[src/rtl/mem_access_unit.sv]
// MEM-stage load/store unit: drives a single-outstanding req/ack data bus with
// big-endian lane steering, extends load data and stalls the pipeline meanwhile.
module mem_access_unit #(
  parameter int unsigned TIMEOUT_CYCLES = 255
) (
  input  logic        clock,
  input  logic        reset,
  input  logic [31:0] mem_instruction,
  input  logic [7:0]  mem_operator,
  input  logic [31:0] mem_operand_a,
  input  logic [31:0] mem_operand_b,
  input  logic        mem_reg_write_enable,
  input  logic [4:0]  mem_reg_write_address,
  input  logic [31:0] mem_reg_write_data,
  output logic        wb_reg_write_enable,
  output logic [4:0]  wb_reg_write_address,
  output logic [31:0] wb_reg_write_data,
  output logic        stall_request,
  output logic        address_error,
  output logic        bus_error,
  output logic        bus_request,
  output logic        bus_write,
  output logic [31:0] bus_address,
  output logic [3:0]  bus_byte_select,
  output logic [31:0] bus_write_data,
  input  logic [31:0] bus_read_data,
  input  logic        bus_ack
);

  localparam logic [7:0] OP_LB  = 8'h10;
  localparam logic [7:0] OP_LBU = 8'h11;
  localparam logic [7:0] OP_LH  = 8'h12;
  localparam logic [7:0] OP_LHU = 8'h13;
  localparam logic [7:0] OP_LW  = 8'h14;
  localparam logic [7:0] OP_SB  = 8'h18;
  localparam logic [7:0] OP_SH  = 8'h19;
  localparam logic [7:0] OP_SW  = 8'h1A;

  localparam logic [1:0] SZ_BYTE = 2'd0;
  localparam logic [1:0] SZ_HALF = 2'd1;
  localparam logic [1:0] SZ_WORD = 2'd2;

  localparam logic [7:0] TIMEOUT_LAST = 8'(TIMEOUT_CYCLES - 1);

  typedef enum logic [1:0] {ST_IDLE, ST_WAIT, ST_DONE} state_t;

  state_t      state;
  logic [7:0]  count;
  logic [31:0] read_data;

  logic        is_load;
  logic        is_store;
  logic        is_signed;
  logic [1:0]  size;
  logic        is_mem;
  logic        misaligned;
  logic        start;
  logic [3:0]  sel;
  logic [31:0] wdata;
  logic [7:0]  load_byte;
  logic [15:0] load_half;
  logic [31:0] load_value;

  // The instruction word is carried for debug visibility only.
  logic unused_debug;
  assign unused_debug = ^mem_instruction;

  always_comb begin
    is_load   = 1'b0;
    is_store  = 1'b0;
    is_signed = 1'b0;
    size      = SZ_WORD;
    case (mem_operator)
      OP_LB:  begin is_load  = 1'b1; is_signed = 1'b1; size = SZ_BYTE; end
      OP_LBU: begin is_load  = 1'b1; size = SZ_BYTE; end
      OP_LH:  begin is_load  = 1'b1; is_signed = 1'b1; size = SZ_HALF; end
      OP_LHU: begin is_load  = 1'b1; size = SZ_HALF; end
      OP_LW:  begin is_load  = 1'b1; size = SZ_WORD; end
      OP_SB:  begin is_store = 1'b1; size = SZ_BYTE; end
      OP_SH:  begin is_store = 1'b1; size = SZ_HALF; end
      OP_SW:  begin is_store = 1'b1; size = SZ_WORD; end
      default: ;
    endcase
  end

  assign is_mem        = is_load | is_store;
  assign misaligned    = ((size == SZ_HALF) && mem_operand_a[0]) ||
                         ((size == SZ_WORD) && (mem_operand_a[1:0] != 2'b00));
  assign address_error = is_mem && misaligned;
  assign start         = (state == ST_IDLE) && is_mem && !misaligned;

  // Big-endian lanes: byte offset 0 lives in bits [31:24].
  always_comb begin
    sel   = 4'b1111;
    wdata = mem_operand_b;
    case (size)
      SZ_BYTE: begin
        sel   = 4'b1000 >> mem_operand_a[1:0];
        wdata = {4{mem_operand_b[7:0]}};
      end
      SZ_HALF: begin
        sel   = mem_operand_a[1] ? 4'b0011 : 4'b1100;
        wdata = {2{mem_operand_b[15:0]}};
      end
      default: ;
    endcase
  end

  always_comb begin
    load_byte = 8'h00;
    case (mem_operand_a[1:0])
      2'd0: load_byte = read_data[31:24];
      2'd1: load_byte = read_data[23:16];
      2'd2: load_byte = read_data[15:8];
      2'd3: load_byte = read_data[7:0];
      default: ;
    endcase
    load_half = mem_operand_a[1] ? read_data[15:0] : read_data[31:16];
    case (size)
      SZ_BYTE: load_value = {{24{is_signed & load_byte[7]}}, load_byte};
      SZ_HALF: load_value = {{16{is_signed & load_half[15]}}, load_half};
      default: load_value = read_data;
    endcase
  end

  always_ff @(posedge clock) begin
    if (reset) begin
      state           <= ST_IDLE;
      count           <= '0;
      read_data       <= '0;
      bus_error       <= 1'b0;
      bus_request     <= 1'b0;
      bus_write       <= 1'b0;
      bus_address     <= '0;
      bus_byte_select <= '0;
      bus_write_data  <= '0;
    end else begin
      case (state)
        ST_IDLE: begin
          if (start) begin
            bus_request     <= 1'b1;
            bus_write       <= is_store;
            bus_address     <= {mem_operand_a[31:2], 2'b00};
            bus_byte_select <= sel;
            bus_write_data  <= is_store ? wdata : '0;
            count           <= '0;
            bus_error       <= 1'b0;
            state           <= ST_WAIT;
          end
        end
        ST_WAIT: begin
          // Ack is tested first so it wins over a coincident timeout.
          if (bus_ack) begin
            read_data   <= bus_read_data;
            bus_request <= 1'b0;
            bus_write   <= 1'b0;
            bus_error   <= 1'b0;
            state       <= ST_DONE;
          end else begin
            count <= count + 8'd1;
            if (count == TIMEOUT_LAST) begin
              bus_request <= 1'b0;
              bus_write   <= 1'b0;
              bus_error   <= 1'b1;
              state       <= ST_DONE;
            end
          end
        end
        ST_DONE: state <= ST_IDLE;
        default: state <= ST_IDLE;
      endcase
    end
  end

  always_comb begin
    wb_reg_write_enable  = mem_reg_write_enable;
    wb_reg_write_address = mem_reg_write_address;
    wb_reg_write_data    = mem_reg_write_data;
    stall_request        = 1'b0;
    case (state)
      ST_IDLE: begin
        if (is_mem) begin
          wb_reg_write_enable = 1'b0;
          stall_request       = !misaligned;
        end
      end
      ST_WAIT: begin
        wb_reg_write_enable = 1'b0;
        stall_request       = 1'b1;
      end
      ST_DONE: begin
        wb_reg_write_enable = is_load && !bus_error;
        if (is_load) wb_reg_write_data = load_value;
      end
      default: ;
    endcase
  end

endmodule

[config.mk]
export PLATFORM = sky130hd
export DESIGN_NAME = mem_access_unit
export DESIGN_NICKNAME = d
export VERILOG_FILES = /design/src/rtl/mem_access_unit.sv
export SDC_FILE = /design/constraint.sdc
export NUM_CORES = 1
export LEC_CHECK = 0
export BUFFER_PORTS_ARGS = -buffer_cell sky130_fd_sc_hd__buf_2
export CAP_MARGIN = 5
export CORE_MARGIN = 2
export CORE_UTILIZATION = 51
export DETAILED_ROUTE_END_ITERATION = 6
export PLACE_DENSITY = 0.87
export SLEW_MARGIN = 10
export SYNTH_ARGS = -nofsm -noshare
export SYNTH_HDL_FRONTEND = slang
export SYNTH_SLANG_ARGS = --single-unit
[constraint.sdc]
create_clock -name clock -period 2.5 [get_ports clock]
set_input_delay 0 -clock clock [delete_from_list [all_inputs] [get_ports clock]]
set_output_delay 0 -clock clock [all_outputs]
set_load 0.005 [all_outputs]
Word level (Yosys, flattened, before mapping). Cells that the tools add are included.

Add/sub/neg operators: 1. Eq/ne operators: 19. Shift-type cells: 1. Multiplexer cells: 34. Bitwise operators: 3. Reductions and logical operators: 24.

Operators by type and width (count): one-hot mux 32 bit (2 select lines) (2); two-way mux 32 bit (3); == test 8 x 5 -> 1 bit (second input constant) (8); one-hot mux 8 bit (4 select lines) (1); two-way mux 16 bit (1); two-way mux 8 bit (2); one-hot mux 8 bit (2 select lines) (1); two-way mux 1 bit (12); OR reduction 3 bit (3); adder 8 x 1 -> 8 bit (second input constant) (1); == test 2 bit (second input constant) (4); == test 8 bit (second input constant) (1); one-hot mux 1 bit (2 select lines) (4); one-hot mux 2 bit (2 select lines) (2); one-hot mux 4 bit (2 select lines) (1); == test 2 x 1 -> 1 bit (second input constant) (3); logical AND 1 bit (6); logical NOT 2 bit (3); two-way mux 2 bit (3); AND reduction 2 bit (3); AND reduction 3 bit (2); OR reduction 5 bit (1); two-way mux 4 bit (1); inequality test 2 bit (second input constant) (2); other kinds (9) (12).

Register bits after elaboration: 111. Input port bits: 177. Output and inout bits: 111. Logic and storage cells: 91.

Depth between registers and ports, before layout.
Depth after elaboration: 10. Depth in mapped cells: 8. Gate-level depth less buffers: 6.

Worst setup path after synthesis. OpenSTA, ideal clock, no wires.

Path type: reg2reg. Start: reg state[1]. End: reg bus_address[22]. Library setup time: 70 ps. Arrival: 1598 ps. Required time: 2430 ps. Setup slack: 832 ps. Stages on the path, launching flop included: 8. Path buffers: 3. Period minus slack after synthesis: 1668 ps. Cells stage by stage: dfxtp_1 > nor2_1 > clkbuf_1 > o2111a_1 > buf_2 > buf_2 > nand3_1 > a21oi_1.

Cells in the longest elaborated chain, start to end: 4.

Ends and longest elaborated chain: start, declared (line 47) `state_t state;`; start signal, assigned (line 128) `state <= ST_IDLE;`; start signal, assigned (line 148) `state <= ST_WAIT;`; start signal, assigned (line 158) `state <= ST_DONE;`; logical NOT 2 bit * (line 90, 138); logical AND 1 bit (2 in series) (line 90) `assign start = (state == ST_IDLE) && is_mem && !misaligned;`; AND reduction 2 bit (no line) *; end signal, assigned (line 143) `bus_address <= {mem_operand_a[31:2], 2'b00};`; end, declared (line 23) `output logic [31:0] bus_address,`.

Mark *: on every way between the ends. The rest lies on a longest branch, timed or not. A chain may end at the register's enable or synchronous reset.

Worst setup path after layout.
Start: reg read_data[31]. End: out wb_reg_write_data[19].

Cells in the longest elaborated chain, start to end: 5. Elaborated cells between the ends (all ways): 7. Those cells by class: 5 x mux; 2 x bitwise.

Ends and longest elaborated chain: start, declared (line 49) `logic [31:0] read_data;`; start signal, assigned (line 154) `read_data <= bus_read_data;`; one-hot mux 8 bit (4 select lines) or two-way mux 16 bit (tied branches) (line 111, 118); bitwise AND 1 bit, on equally long branches (line 120, 121); one-hot mux 32 bit (2 select lines) * (line 119) `case (size)`; two-way mux 32 bit * (line 193) `if (is_load) wb_reg_write_data = load_value;`; two-way mux 32 bit * (line 180) `case (state)`; end, declared (line 17) `output logic [31:0] wb_reg_write_data,`.

Marked as above.

==> metrics.md <==
| Metric | Value |
|---|---|
| Clock network power share | `between 30% and 40%` |
| Highest routed metal layer | `met4` |
| TritonCTS Buffers | `9` |
| Run status | `complete, but fails checks` |
| Setup clock skew after layout | `~0.011 ns` |
| Internal power contribution | `2.83 mW` |
| Routed length on met1 | `8420 um` |
| Starting DRC count in detailed routing | `a little over 600` |
| TritonCTS clock tree | `done` |
| Core area | `roughly 11000 sq um` |
| DR vias | `7274` |
| Vias/cell | `around 6` |
| Max Cap Viol | `0` |
| Worst Path Class, Setup | `register to primary output` |
| Top-level port count | `288` |
| Die Y | `between 100 and 150 um` |
| P_sw | `1.03 mW` |
| Multi-input combinational cell area | `~3300 sq um` |
| Shortest clock period the worst path allows after layout | `~2.3 ns` |
| Register-to-register setup slack | `0.40 ns` |
| Required @ worst endpoint | `between 2 and 3 ns` |
| Largest fanout on the critical path | `16` |
| First-pass GRT wire length | `33500 um` |
| Level count of the clock H-tree | `3` |
| Total track usage | `32.2%` |
| Violations in the final reports | `DRC` |
| Most frequent standard cell in the layout excluding fill and tap cells | `sky130_fd_sc_hd__buf_2` |
| Initial antenna violation count | `0` |
| Maximum clock rate | `440 MHz` |
| Number of warnings printed during yosys synthesis | `0` |
| Detailed route wirelength on metal3 | `roughly 2000 um` |
| Wire length per cell after detailed routing | `about 17 um` |
| FILL cells | `~900` |
| Placed instance count | `between 1000 and 1500` |
| Distinct cells, synth | `53` |
| DIE AREA | `12600 sq um` |
| ANT cells | `0` |
| Hold WS | `about 0.0000014 ns` |
| Post-CTS clock slew at the launch and capture registers of the worst setup and hold paths | `roughly 0.070 ns` |
| Worst stage delay on the critical path | `a little over 0.5 ns` |
| Final non-filler cell total | `1220` |
| Combinational share of power | `roughly 14%` |
| Detailed placement HPWL | `~13000 um` |
| Final Hold Fails | `0` |
| Post-route antenna net violation count | `0` |
| Actual slew at the worst max-slew pin | `0.780 ns` |
| Leakage | `between 3 and 4 nW` |
| Clk Tree Root Cell | `sky130_fd_sc_hd__clkbuf_16` |
| Count of input and output buffers | `roughly 240` |
| Number of nets in the layout | `between 1000 and 1500` |
| Core Rows | `39` |
| Starting density of the core | `a little over half` |
| Worst EP arrival | `about 2.3 ns` |
| Final instance area | `slightly above 8000 sq um` |
| Vias in the first global route | `6886` |
| Initial DRT Pass Iterations | `7` |
| Post-detailed-placement cell area | `7220 sq um` |
| Part of the Yosys area used for sequential elements | `between 30% and 40%` |
| Gpl congestion | `0.922` |
| Commonest cells after routing, fill and taps aside | `242 x sky130_fd_sc_hd__buf_2, 111 x sky130_fd_sc_hd__dfxtp_1, 108 x sky130_fd_sc_hd__nand2_1, 107 x sky130_fd_sc_hd__a21oi_1, 87 x sky130_fd_sc_hd__o21ai_0` |
| Worst-case setup margin in the final layout | `0.227 ns` |
| Power density over the cells | `between 400 and 500 nW/um^2` |
| RSZ-0062 raised after global routing | `false` |
| Area growth, synth to finish | `37.6%` |
| Number of sinks handled by clock tree synthesis | `~110` |
| Proportion of layout cells with a drive suffix above 1 | `about 27%` |
| VDD IR-drop max | `about 480 uV` |
| Remaining Overflow, GRT | `0` |
| Startpoint types | `register` |
| Cell with the largest stage delay on the worst path | `sky130_fd_sc_hd__mux4_2` |
| Clk Latency, worst-skew pair | `between 0.3 and 0.4 ns` |
| FF+latch count, synth | `111` |
| Critical path, cell by cell | `mux4_2, mux2_2, nand3_1, a31oi_1, buf_2` |
| Total wirelength of the detailed-routed design | `21300 um` |
| Met2 wire len | `10100 um` |
| Endpoint class of the critical path | `primary output` |
| Mean Syn Cell Area | `~7.3 sq um` |
| Final slew viol count | `0` |
| Instance count of the mapped netlist | `about 800` |
| Die boundary width | `around 110 um` |
| Pre-CTS worst setup slack | `between 0.3 and 0.4 ns` |
| Post-synth top flop | `sky130_fd_sc_hd__dfxtp_1` |
| Async set-or-reset flop fraction in the synthesized netlist | `0%` |
| Setup Viol. Count Final | `0` |
| Sequential share of power | `between 40% and 50%` |
| Flip-flop and latch area | `around 2200 sq um` |
| Hold/Removal Path Class | `primary input to primary output` |
| Setup tns final | `0 ns` |
| Pin count of the biggest net entering global routing | `73` |
| Number of synthesized flops with an enable pin | `0` |
| Sw frac | `a little over a quarter` |
| Post-detailed-route DRC marker count | `2` |
| Worst-case headroom to the max-slew limit | `around 48%` |
| Post-Synthesis Cell Area | `between 5000 and 6000 sq um` |
| Maximum clock path buffer count | `2` |
| Final period util | `roughly nine tenths` |
-- per-stage QoR --
step / util, % / power [mW]
after floorplan: - / 2.06
after global placement: 63.0 / 2.26
after detailed placement: 63.0 / 2.27
after CTS: 71.9 / 3.86
after global routing: 71.9 / 3.99
final: 71.9 / 3.87
-- repair_timing --
item | in CTS | in global routing
buffers inserted | 0 | 0
hold buffers | 70 | 0
hold endpoints to repair | 70 | 0
resized for setup | 0 | 0
-- power groups by stage --
stage	logic (mW)	registers [mW]	clock network (mW)
global route	0.595	1.78	1.62
CTS	0.534	1.78	1.55
finish	0.554	1.78	1.54
detailed placement	0.448	1.82	0
floorplan	0.244	1.82	0
global placement	0.445	1.82	0
-- routing by layer --
metal	up-vias	track usage [%]
met3	82	7.56
li1	3461	-
met2	430	52.5
met5	-	0
met4	0	14.6
met1	3301	40.6
-- worst max-delay path: cells and delay by family (launching register included) --
kind | cells | cell delay (ns)
mux | 2 | 0.79
flops | 1 | 0.35
buf+inv | 1 | 0.17
simple gates | 1 | 0.44
compound gates | 1 | 0.19
-- Yosys cell counts (2+ instances only) --
cell type,instances,area (sq um)
sky130_fd_sc_hd__nor2_1,39,146
sky130_fd_sc_hd__a22oi_1,2,15.0
sky130_fd_sc_hd__a22o_1,2,17.5
sky130_fd_sc_hd__o21ai_0,87,435
sky130_fd_sc_hd__buf_2,13,65.1
sky130_fd_sc_hd__inv_1,30,113
sky130_fd_sc_hd__nand2_1,108,405
sky130_fd_sc_hd__a32oi_1,6,52.6
sky130_fd_sc_hd__nand4_1,27,169
sky130_fd_sc_hd__nor4_1,4,25.0
sky130_fd_sc_hd__o21a_1,3,22.5
sky130_fd_sc_hd__clkbuf_1,64,240
sky130_fd_sc_hd__a21boi_0,2,15.0
sky130_fd_sc_hd__nand3b_1,10,75.1
sky130_fd_sc_hd__mux4_2,3,67.6
sky130_fd_sc_hd__a31oi_1,37,231
sky130_fd_sc_hd__o22ai_1,9,56.3
sky130_fd_sc_hd__o2111ai_1,11,96.3
sky130_fd_sc_hd__and4_1,2,17.5
sky130_fd_sc_hd__mux2i_1,8,80.1
sky130_fd_sc_hd__a211oi_1,9,67.6
sky130_fd_sc_hd__xnor2_1,3,26.3
sky130_fd_sc_hd__o21bai_1,8,60.1
sky130_fd_sc_hd__nand2b_1,5,31.3
sky130_fd_sc_hd__and3_1,2,12.5
sky130_fd_sc_hd__dfxtp_1,111,2220
sky130_fd_sc_hd__and2_1,3,18.8
sky130_fd_sc_hd__mux2_2,2,22.5
sky130_fd_sc_hd__ha_1,2,25.0
sky130_fd_sc_hd__nand3_1,39,195
sky130_fd_sc_hd__buf_1,7,26.3
sky130_fd_sc_hd__nor3_1,16,80.1
sky130_fd_sc_hd__buf_4,7,52.6
sky130_fd_sc_hd__a21oi_1,107,536
sky130_fd_sc_hd__o21ai_1,3,15.0
sky130_fd_sc_hd__a2111oi_0,10,87.6
-- state kept, by name, summed over array words and instances, names as in the netlist --
signal / count
bus_write: 1
bus_address: 30
bus_error: 1
bus_byte_select: 4
count: 8
bus_write_data: 32
bus_request: 1
state: 2
read_data: 32
-- layout make-up --
cell class | instances | area share [%]
multi-input combinational | 586 | 40.2
sequential | 111 | 26.9
timing repair buffer | 333 | 25.4
clock buffer | 9 | 2.73
tap | 143 | 2.17
inverter | 31 | 1.41
clock inverter | 7 | 1.20
-- cells by family after synthesis --
kind of cell | Yosys count | synth area share [%]
AO/OA/AOI/OAI | 301 | 29.3
XOR/XNOR | 4 | 0.585
adder cells (fa/ha/maj) | 2 | 0.417
buffers and inverters | 122 | 8.35
flip-flops | 111 | 37.1
multiplexers | 13 | 2.84
other | 1 | 0.0626
AND/OR/NAND/NOR | 264 | 21.4
-- worst paths after layout --
path	start	to	cells past startpoint
worst min-delay path	mem_reg_write_address[3]	wb_reg_write_address[3]	0
worst max register to register	state[1]	bus_address[22]	5
worst max-delay path	read_data[31]	wb_reg_write_data[19]	5
worst min register to register	read_data[10]	read_data[10]	2
Power figures use the tool's default switching activity.
